===== config.mk =====
export PLATFORM = sky130hd
export DESIGN_NAME = inst_buffer_ctrl
export DESIGN_NICKNAME = d
export VERILOG_FILES = /design/src/rtl/inst_buffer_ctrl.sv
export SDC_FILE = /design/constraint.sdc
export NUM_CORES = 1
export LEC_CHECK = 0
export BUFFER_PORTS_ARGS = -buffer_cell sky130_fd_sc_hd__buf_2
export CORE_AREA = 2 2 89 48
export DETAILED_ROUTE_END_ITERATION = 16
export DIE_AREA = 0 0 91 50
export GPL_TIMING_DRIVEN = 0
export PLACE_DENSITY = 0.65
export SLEW_MARGIN = 10
export SYNTH_ARGS = -nofsm -noshare
export SYNTH_HDL_FRONTEND = slang
export SYNTH_SLANG_ARGS = --single-unit

===== constraint.sdc =====
create_clock -name clk -period 5.8 [get_ports clk]
set_input_delay 0.29 -clock clk [delete_from_list [all_inputs] [get_ports clk]]
set_output_delay 0.29 -clock clk [all_outputs]
set_load 0.05 [all_outputs]

===== src/rtl/inst_buffer_ctrl.sv =====
// inst_buffer_ctrl: head/tail/occupancy sequencing for the
// decode-to-dispatch instruction buffer, with flush recovery.
module inst_buffer_ctrl #(
  parameter int DEPTH          = 32,
  parameter int DEPTH_LOG      = 5,
  parameter int FETCH_BW       = 8,
  parameter int DISPATCH_WIDTH = 4,
  parameter int RECOVER_CYCLES = 2
) (
  input  logic                 clk,
  input  logic                 reset,
  input  logic                 flush_i,
  input  logic                 stall_i,
  input  logic                 decodeReady_i,
  input  logic [FETCH_BW-1:0]  decodedVector_i,
  output logic [FETCH_BW-1:0]  writeEnable_o,
  output logic [DEPTH_LOG-1:0] writeBase_o,
  output logic [DEPTH_LOG-1:0] readBase_o,
  output logic                 dispatchValid_o,
  output logic                 stallFetch_o,
  output logic [DEPTH_LOG:0]   instCount_o,
  output logic                 bufferReset_o,
  output logic                 protocolErr_o,
  output logic [1:0]           state_o
);

  localparam int RC_W =
    (RECOVER_CYCLES > 1) ? $clog2(RECOVER_CYCLES) : 1;
  localparam logic [RC_W-1:0] RC_INIT =
    RC_W'(RECOVER_CYCLES - 1);
  localparam logic [RC_W-1:0] RC_ONE = RC_W'(1);
  localparam logic [DEPTH_LOG:0] FULL_TH =
    (DEPTH_LOG+1)'(DEPTH - FETCH_BW);
  localparam logic [DEPTH_LOG:0] DISP_N =
    (DEPTH_LOG+1)'(DISPATCH_WIDTH);
  localparam logic [FETCH_BW-1:0] VEC_ONE = FETCH_BW'(1);

  typedef enum logic [1:0] {
    RECOVER = 2'd0,
    RUN     = 2'd1
  } state_t;

  state_t               state;
  state_t               stateNext;
  logic [RC_W-1:0]      recoverCnt;
  logic [RC_W-1:0]      recoverCntNext;
  logic [DEPTH_LOG-1:0] head;
  logic [DEPTH_LOG-1:0] headNext;
  logic [DEPTH_LOG-1:0] tail;
  logic [DEPTH_LOG-1:0] tailNext;
  logic [DEPTH_LOG:0]   count;
  logic [DEPTH_LOG:0]   countNext;
  logic                 protocolErr;
  logic                 protocolErrNext;

  logic                 accept;
  logic                 contiguous;
  logic [FETCH_BW-1:0]  vecPlusOne;
  logic [DEPTH_LOG:0]   wrCnt;
  logic [DEPTH_LOG:0]   rdCnt;

  assign bufferReset_o = (state == RECOVER);
  assign stallFetch_o  = (state != RUN) | (count > FULL_TH);
  assign accept        = decodeReady_i & ~stallFetch_o & ~flush_i;
  assign writeEnable_o = accept ? decodedVector_i : '0;

  // Dispatch looks only at registered occupancy; no same-cycle bypass.
  assign dispatchValid_o = (state == RUN) & ~stall_i & ~flush_i &
                           (count >= DISP_N);
  assign rdCnt = dispatchValid_o ? DISP_N : '0;

  // A vector filled from bit 0 has no carry escaping past its top one.
  assign vecPlusOne = decodedVector_i + VEC_ONE;
  assign contiguous = ~|(decodedVector_i & vecPlusOne);

  assign writeBase_o   = tail;
  assign readBase_o    = head;
  assign instCount_o   = count;
  assign protocolErr_o = protocolErr;
  assign state_o       = state;

  always_comb begin
    wrCnt = '0;
    for (int k = 0; k < FETCH_BW; k++) begin
      wrCnt = wrCnt + {{DEPTH_LOG{1'b0}}, writeEnable_o[k]};
    end
  end

  always_comb begin
    stateNext       = state;
    recoverCntNext  = recoverCnt;
    headNext        = head;
    tailNext        = tail;
    countNext       = count;
    protocolErrNext = protocolErr | (accept & ~contiguous);
    if (flush_i) begin
      stateNext      = RECOVER;
      recoverCntNext = RC_INIT;
      headNext       = '0;
      tailNext       = '0;
      countNext      = '0;
    end else begin
      unique case (state)
        RECOVER: begin
          if (recoverCnt == '0) begin
            stateNext = RUN;
          end else begin
            recoverCntNext = recoverCnt - RC_ONE;
          end
        end
        RUN: begin
          tailNext  = tail + wrCnt[DEPTH_LOG-1:0];
          headNext  = head + rdCnt[DEPTH_LOG-1:0];
          countNext = count + wrCnt - rdCnt;
        end
        default: begin
          stateNext      = RECOVER;
          recoverCntNext = RC_INIT;
        end
      endcase
    end
  end

  always_ff @(posedge clk) begin
    if (reset) begin
      state       <= RECOVER;
      recoverCnt  <= RC_INIT;
      head        <= '0;
      tail        <= '0;
      count       <= '0;
      protocolErr <= 1'b0;
    end else begin
      state       <= stateNext;
      recoverCnt  <= recoverCntNext;
      head        <= headNext;
      tail        <= tailNext;
      count       <= countNext;
      protocolErr <= protocolErrNext;
    end
  end

endmodule


---- Yosys cells after proc, flatten, opt, wreduce, memory -nomap -nowiden ----
Cells that the tools add are included.
word-level totals
  bits in registers ....................... 20
  input bits .............................. 13
  output and inout port bits .............. 30
  word-level logic and storage cells ...... 47
cells by class
  add/subtract/negate cells ............... 13
  $lt $le $gt $ge ......................... 2
  equality and inequality tests ........... 3
  mux-type cells .......................... 6
  bitwise operators ....................... 13
  reductions and logical operators ........ 4
operators by type and width
  operator                                                                             count
  6-bit by 1-bit adder with 6-bit output                                               2
  8-bit by 1-bit adder with 8-bit output, second input constant                        1
  8-bit AND                                                                            1
  8-bit 2-to-1 mux                                                                     1
  8-bit OR reduction                                                                   1
  5-bit by 1-bit adder with 6-bit output                                               1
  6-bit adder                                                                          1
  1-bit AND                                                                            6
  6-bit by 3-bit greater-or-equal comparator with 1-bit output, second input constant  1
  6-bit by 5-bit greater-than comparator with 1-bit output, second input constant      1
  6-bit by 3-bit subtractor with 6-bit output                                          1
  4-bit by 1-bit adder with 5-bit output                                               1
  5-bit by 3-bit adder with 5-bit output                                               1
  5-bit adder                                                                          1
  3-bit by 1-bit adder with 4-bit output                                               1
  1-bit NOT                                                                            4
  2-bit case mux with 2 select lines                                                   1
  2-bit by 1-bit adder with 3-bit output                                               1
  3-bit 2-to-1 mux                                                                     1
  1-bit by 1-bit adder with 2-bit output                                               1
  2-bit by 1-bit == test with 1-bit output, second input constant                      1
  2-bit logical NOT                                                                    1
  2-bit 2-to-1 mux                                                                     1
  2-bit by 1-bit inequality test with 1-bit output, second input constant              1
  other kinds (7)                                                                      8

---- Longest topological paths before layout ----
Gate-level depths: netlist of run 1.
  depth after elaboration ................. 15
  gate-level depth with buffers ........... 21
  gate-level depth less buffers ........... 20

---- Worst setup path after synthesis of run 1 ----
Ideal clock, no wire load.
  kind .................................... register to register
  start ................................... register count[5] (netlist: instCount_o[5])
  end ..................................... register count[5] (netlist: instCount_o[5])
  library setup time ...................... 64 ps
  data arrival time ....................... 5788 ps
  required time ........................... 5736 ps
  slack ................................... -51 ps
  cell stages (with the launch flop) ...... 22
  path buffers ............................ 1
  clock period less this slack ............ 5851 ps
  cell sequence ........................... dfxtp_1 -> inv_1 -> ha_1 -> o311a_1 -> a211oi_2 -> buf_6 -> and2_1 -> fa_1 -> inv_1 -> fa_1 -> fa_1 -> inv_1 -> ha_1 -> inv_1 -> fa_1 -> xor2_1 -> fa_1 -> inv_1 -> ha_1 -> or3b_2 -> a211oi_1 -> nand3b_1
between the ends
  elaborated cells between the ends (all ways) .. 18
  those cells by class .................... add/sub (9); order compare (2); mux (2); bitwise (5)
RTL lines
  what                                                      RTL line  source
  from (decl)                                               51        logic [DEPTH_LOG:0] count;
  from (signal assigned)                                    137       count <= countNext;
  6-bit by 5-bit greater-than comparator with 1-bit output  63        assign stallFetch_o = (state != RUN) | (count > FULL_TH);
  1-bit OR                                                  63
  1-bit NOT                                                 64        assign accept = decodeReady_i & ~stallFetch_o & ~flush_i;
  1-bit AND (2 in a row)                                    64
  8-bit 2-to-1 mux                                          65        assign writeEnable_o = accept ? decodedVector_i : '0;
  via writeEnable_o[3]                                      16        output logic [FETCH_BW-1:0] writeEnable_o,
  3-bit by 1-bit adder with 4-bit output                    85        wrCnt = wrCnt + {{DEPTH_LOG{1'b0}}, writeEnable_o[k]};
  4-bit by 1-bit adder with 5-bit output                    85
  5-bit by 1-bit adder with 6-bit output                    85
  6-bit by 1-bit adder with 6-bit output (2 in a row)       85
  6-bit adder                                               114       countNext = count + wrCnt - rdCnt;
  6-bit by 3-bit subtractor with 6-bit output               114
The timed path passes the listed nets, and every way through them passes these cells.
A chain may end at the register's enable or synchronous reset.

---- Final worst setup path of run 1 ----
  start ................................... register count[5] (netlist: instCount_o[5])
  end ..................................... register count[5] (netlist: instCount_o[5])
between the ends
  word-level cells in the longest chain between the ends .. 15
  elaborated cells between the ends (all ways) .. 18
  those cells by class .................... add/sub (9); order compare (2); mux (2); bitwise (5)
ends and longest elaborated chain
  what                                                      RTL line
  6-bit by 5-bit greater-than comparator with 1-bit output  63
  1-bit OR                                                  63
  1-bit NOT                                                 64
  1-bit AND (2 in a row)                                    64
  8-bit 2-to-1 mux                                          65
  1-bit by 1-bit adder with 2-bit output                    85
  2-bit by 1-bit adder with 3-bit output                    85
  3-bit by 1-bit adder with 4-bit output                    85
  4-bit by 1-bit adder with 5-bit output                    85
  5-bit by 1-bit adder with 6-bit output                    85
  6-bit by 1-bit adder with 6-bit output (2 in a row)       85
  6-bit adder                                               114
  6-bit by 3-bit subtractor with 6-bit output (*)           114
Every way passes the cells marked *; elsewhere a longest branch is shown, timed or not.

==> results.cfg, run 1 <==
[synth]
syn_area_per_cell_um2 = 8.625
synth_edf_count = 0
yosysSeqAreaShare_pct = 23.35
synth_cell_types = 40
synth_seq_cells = 17
synth_ff_type = dfxtp_1
yosysTopAreaCellShare_pct = 23.35
yosys.area.top_type = dfxtp_1
synth_area_leaders = dfxtp_1 23%, ha_1 16%, fa_1 8.2%
ys_warn_count = 0
synth_common_cells = 22 x inv_1, 19 x ha_1, 17 x dfxtp_1
yosysMostFrequentCell = inv_1
syn_inst = 169
synthArstFlopShare_pct = 0
syn_area_mm2 = 0.001458

[worst_setup_path]
cp_max_fo = 10
crit_arrival_ns = 5.56
start_kind = flip-flop
worst-setup-path-type = reg2reg
end_kind = flip-flop
cp.required_ns = 6.00

[detailed_routing]
firstDrtPassIters = 4
drc = 0
antenna_left = 0
drt_iter0_drc = 51
post_drt_wl_per_cell_um = 12.32
vias = 1283
avgViaCountPerCell = 4.787
drt_wl_total_mm = 3.301

[placed_design]
gp_routability_congestion = 0.8545
dpl.hpwl_mm = 2.741
place_ws_ns = 0.4690
place_area_mm2 = 0.001730
port_buffers = 39
dp.cells = 264

[floorplanning]
dieArea_mm2 = 0.004550
initial_core_util_pct = 38.73
ioPinCount = 43
core_area_mm2 = 0.003764
die-height_um = 50
die_width_um = 91
rows = 16

[timing]
relSlewSlack_pct = 28.84
worst_pin_slew_ns = 1.065
finClkSkew_ns = 0.004478
hold_slack_ns = 0.3531
fin_setup_tns_ns = 0
max_freq_mhz = 186.4
hold_viol = 0
finalMaxSlewViolations = 0
fin_ws_ns = 0.4354
rsz0062_at_grt = false
setup_violations = 0
fin_crit_ns = 5.365
period_share_pct = 92.49

[global_route]
grt_pass1_wl_mm = 5.602
grt_start_max_net_pins = 12
antenna_found_initial = 0
first_global_vias = 1169
grtUsageTotal_pct = 15.50
overflow = 0

[power_and_ir_drop]
p_seq_share_pct = 47.2
switching_share_pct = 28.94
p_comb_share_pct = 14.8
p_leak_nw = 0.8866
power_mw = 0.2514
ir_worst_vdd_mv = 0.08484
p_sw_mw = 0.07277
internal_power_mw = 0.1787
p_per_area_mw_per_mm2 = 141.3
p_clk_share_pct = 38.1

[clock_network]
cts_tree = done
cts_max_path_buffers = 2
clk_latency_ns = 0.26
hold_buffers = 0
post_cts_buffers = 0
cts-root-buf = clkbuf_8
clk_pin_slew_ns = 0.08
h-tree-depth = 1
ctsResizeCount = 0
cts_buffers = 3
clock-sinks = 17

[min_path]
hold_class = in2reg

[finish]
final_nets = 253
final_layout_size_suffix_gt1_share_pct = 25.23
final_util_pct = 47.27
ff_latch_area_um2 = 341.6
multiInputGateArea_um2 = 988.4
final_cell_area_mm2 = 0.001779
diodes = 0
final_cells = 268
area_growth_pct = 22.06
fill_cells = 388

[flow_run]
cap_violations = 0

[outcome]
status = finished, final reports clean
-- final cells by class --
class                      instances  share of cell area (%)
multi-input combinational        123                   55.56
sequential                        17                   19.20
timing repair buffer              39                   10.97
inverter                          23                   4.852
tap                               54                   3.797
buffer                             8                   2.883
clock buffer                       3                   2.321
clock inverter                     1                  0.4219
-- path summary, 6_finish.rpt --
kind | from | endpoint | slack (ns) | cells after the start
worst min-delay path | reset | protocolErr_o$_SDFF_PP0_ | 0.35 | 3
worst max-delay path | instCount_o[5]$_SDFFE_PP0P_ | instCount_o[5]$_SDFFE_PP0P_ | 0.44 | 21
worst max register to register | instCount_o[5]$_SDFFE_PP0P_ | instCount_o[5]$_SDFFE_PP0P_ | 0.44 | 21
worst min register to register | recoverCnt$_SDFFE_PP1N_ | state_o[0]$_SDFFE_PP0P_ | 0.44 | 1
-- per-layer routing --
layer | track usage [%] | vias up | wire [um]
met5 | 0 | - | 0
met2 | 22.22 | 41 | 1241
met3 | 4.587 | 2 | 279
li1 | - | 663 | -
met4 | 1.515 | 0 | 4
met1 | 23.40 | 577 | 1777
-- power groups by stage --
| stage | sequential (mW) | combinational (mW) | clock [mW] |
|---|---|---|---|
| 2_1_floorplan | 0.124 | 0.0230 | 0 |
| 3_3_place_gp | 0.121 | 0.0369 | 0 |
| 3_5_place_dp | 0.121 | 0.0371 | 0 |
| 4_1_cts | 0.119 | 0.0372 | 0.101 |
| 5_1_grt | 0.119 | 0.0408 | 0.106 |
| 6_report | 0.119 | 0.0371 | 0.0957 |
-- critical path, cell delays in order (launching register included) --
cell and delay (ns):
dfxtp_2 0.37, inv_1 0.08, ha_1 0.20, o311a_1 0.14
a211oi_2 0.34, buf_6 0.18, and2_1 0.18, fa_1 0.43
inv_1 0.08, fa_1 0.42, fa_1 0.44, inv_1 0.07
ha_1 0.15, inv_1 0.05, fa_1 0.37, xor2_1 0.18
fa_1 0.50, inv_1 0.05, ha_1 0.24, or3b_2 0.50
a211oi_1 0.20, nand3b_1 0.13
-- cell usage in the layout (no fill, tap or decap), drive strengths merged, types with 2 or more instances in the layout --
| cell | instances |
|---|---|
| a2111o | 2 |
| a211oi | 5 |
| a21o | 3 |
| a21oi | 6 |
| and2 | 9 |
| buf | 45 |
| clkbuf | 5 |
| conb | 3 |
| dfxtp | 17 |
| fa | 6 |
| ha | 19 |
| inv | 23 |
| mux2i | 6 |
| nand2 | 12 |
| nand2b | 6 |
| nand3 | 5 |
| nand3b | 2 |
| nor2 | 12 |
| o211ai | 3 |
| o21ai | 3 |
| or2 | 2 |
| or3 | 3 |
| or4b | 2 |
| xnor2 | 2 |
| xor2 | 2 |
-- flip-flops by register name, indices dropped and copies added, names as in the netlist --
name	flops
recoverCnt	1
protocolErr_o	1
writeBase_o	5
readBase_o	3
state_o	1
instCount_o	6
-- cells by family (layout without fill, tap and decap cells) --
group / Yosys count / count (layout) / synth area share [%]
adder cells (fa/ha/maj): 25 / 25 / 24.55
AND/OR/NAND/NOR: 56 / 56 / 20.60
multiplexers: 6 / 6 / 4.120
AO/OA/AOI/OAI: 29 / 29 / 15.28
XOR/XNOR: 4 / 4 / 2.404
other: 1 / 3 / 0.2573
buffers and inverters: 31 / 74 / 9.442
flip-flops: 17 / 17 / 23.35
Note: power is estimated with default switching activity, not from simulation.
==> inputs of run 2 (changes only) <==
==> constraint.sdc (replaced) <==
create_clock -name clk -period 5.8 [get_ports clk]
set_input_delay 0.29 -clock clk [delete_from_list [all_inputs] [get_ports clk]]
set_output_delay 0.29 -clock clk [all_outputs]
set_load 0.1 [all_outputs]
==> results.cfg, run 2 (same netlist as run 1, synthesis figures left out) <==
[outcome]
status = finished, final reports clean

[worst_setup_path]
cp_max_fo = 10
crit_arrival_ns = 5.59
worst-setup-path-type = reg2reg
start_kind = flip-flop
cp.required_ns = 5.99
rrSetupSlack_ns = 0.40
end_kind = flip-flop

[clock_network]
clk_pin_slew_ns = 0.07
cts_max_path_buffers = 2
cts_tree = done
cts-root-buf = clkbuf_8
h-tree-depth = 1
clk_latency_ns = 0.26
clock-sinks = 17
hold_buffers = 0
cts_buffers = 3
ctsResizeCount = 0
post_cts_buffers = 0

[finish]
fill_cells = 401
final_cell_mix = 41 x buf_2, 22 x inv_1, 19 x ha_1, 14 x dfxtp_1
final_nets = 253
diodes = 0
largest_register_ffs = 6
layout_commonest_cell = buf_2
multiInputGateArea_um2 = 999.7
ff_latch_area_um2 = 344.1
final_layout_size_suffix_gt1_share_pct = 28.04
area_growth_pct = 22.83

[detailed_routing]
antenna_left = 0
avgViaCountPerCell = 4.914
drt_iter0_drc = 32
firstDrtPassIters = 4
drc = 0
post_drt_wl_per_cell_um = 13.12
vias = 1317
drt_wl_total_mm = 3.516

[floorplanning]
core_area_mm2 = 0.003764
initial_core_util_pct = 38.73
die_width_um = 91
rows = 16
die-height_um = 50
dieArea_mm2 = 0.004550
ioPinCount = 43

[timing]
finClkSkew_ns = 0.004747
worst_pin_slew_ns = 0.5965
relSlewSlack_pct = 60.16
fin_setup_tns_ns = 0
setup_violations = 0
finalMaxSlewViolations = 0
fin_ws_ns = 0.4009
hold_slack_ns = 0.3496
period_share_pct = 93.09
max_freq_mhz = 185.2
rsz0062_at_grt = false
hold_viol = 0
fin_crit_ns = 5.399

[global_route]
grt_pass1_wl_mm = 6.127
overflow = 0
antenna_found_initial = 0
grtUsageTotal_pct = 17.21
first_global_vias = 1256
grt_start_max_net_pins = 11

[min_path]
hold_class = in2reg

[placed_design]
port_buffers = 39
place_ws_ns = 0.4192
dpl.hpwl_mm = 2.902
gp_routability_congestion = 0.8578

[flow_run]
cap_violations = 0

[power_and_ir_drop]
p_per_area_mw_per_mm2 = 145.3
power_mw = 0.2601
p_leak_nw = 0.8952
ir_worst_vdd_mv = 0.08106
-- run 2: cell types whose count changed in the layout (fill, tap and decap cells not counted), sizes merged --
| cell | before | now |
|---|---|---|
| clkinv | 0 | 1 |
| clkinvlp | 1 | 0 |
-- run 2: final timing paths --
path                                                  start                          end  cells after the start
worst max-delay path            instCount_o[5]$_SDFFE_PP0P_  instCount_o[5]$_SDFFE_PP0P_                     21
worst min-delay path                                  reset     protocolErr_o$_SDFF_PP0_                      3
worst max register to register  instCount_o[5]$_SDFFE_PP0P_  instCount_o[5]$_SDFFE_PP0P_                     21
worst min register to register      recoverCnt$_SDFFE_PP1N_      state_o[0]$_SDFFE_PP0P_                      1
-- run 2: area by class of cell --
cell class                      instances  share of cell area (%)
Clock inverter                          1                  0.2795
Multi-Input combinational cell        123                   55.84
Buffer                                  8                   2.865
Sequential cell                        17                   19.22
Tap cell                               54                   3.774
Clock buffer                            3                   2.306
Inverter                               23                   4.822
Timing Repair Buffer                   39                   10.90
-- run 2: metal layers --
| layer | routed length (um) | up-vias | GRT usage [%] |
|---|---|---|---|
| li1 | - | 665 | - |
| met1 | 1959 | 611 | 26.44 |
| met2 | 1302 | 39 | 23.95 |
| met3 | 237 | 2 | 4.434 |
| met4 | 16 | 0 | 3.030 |
| met5 | 0 | - | 0 |
-- run 2: power breakdown --
group          internal [mW]  switching, mW  total, mW  leakage, nW
clock network         0.0478         0.0457     0.0936       0.0255
logic                 0.0127         0.0353     0.0480        0.731
registers              0.118       0.000923      0.119        0.139
total                  0.178         0.0820      0.260        0.895
-- run 2: worst max-delay path: stages, from the launching register on --
cell and delay, ns:
dfxtp_2 0.38, inv_1 0.09, ha_1 0.21, o311a_1 0.13, a211oi_2 0.38, buf_6 0.19
and2_4 0.15, fa_1 0.40, inv_1 0.08, fa_1 0.43, fa_1 0.43, inv_1 0.07
ha_1 0.15, inv_1 0.05, fa_1 0.37, xor2_1 0.20, fa_1 0.51, inv_1 0.04
ha_1 0.24, or3b_2 0.50, a211oi_1 0.20, nand3b_1 0.13
-- run 2: metrics by stage --
step	instances	util [%]	cell area [um2]
after floorplan	171	-	1481
after global routing	268	47.57	1790
final	268	47.57	1790
after detailed placement	264	46.34	1744
after CTS	268	47.57	1790
after global placement	264	46.34	1744
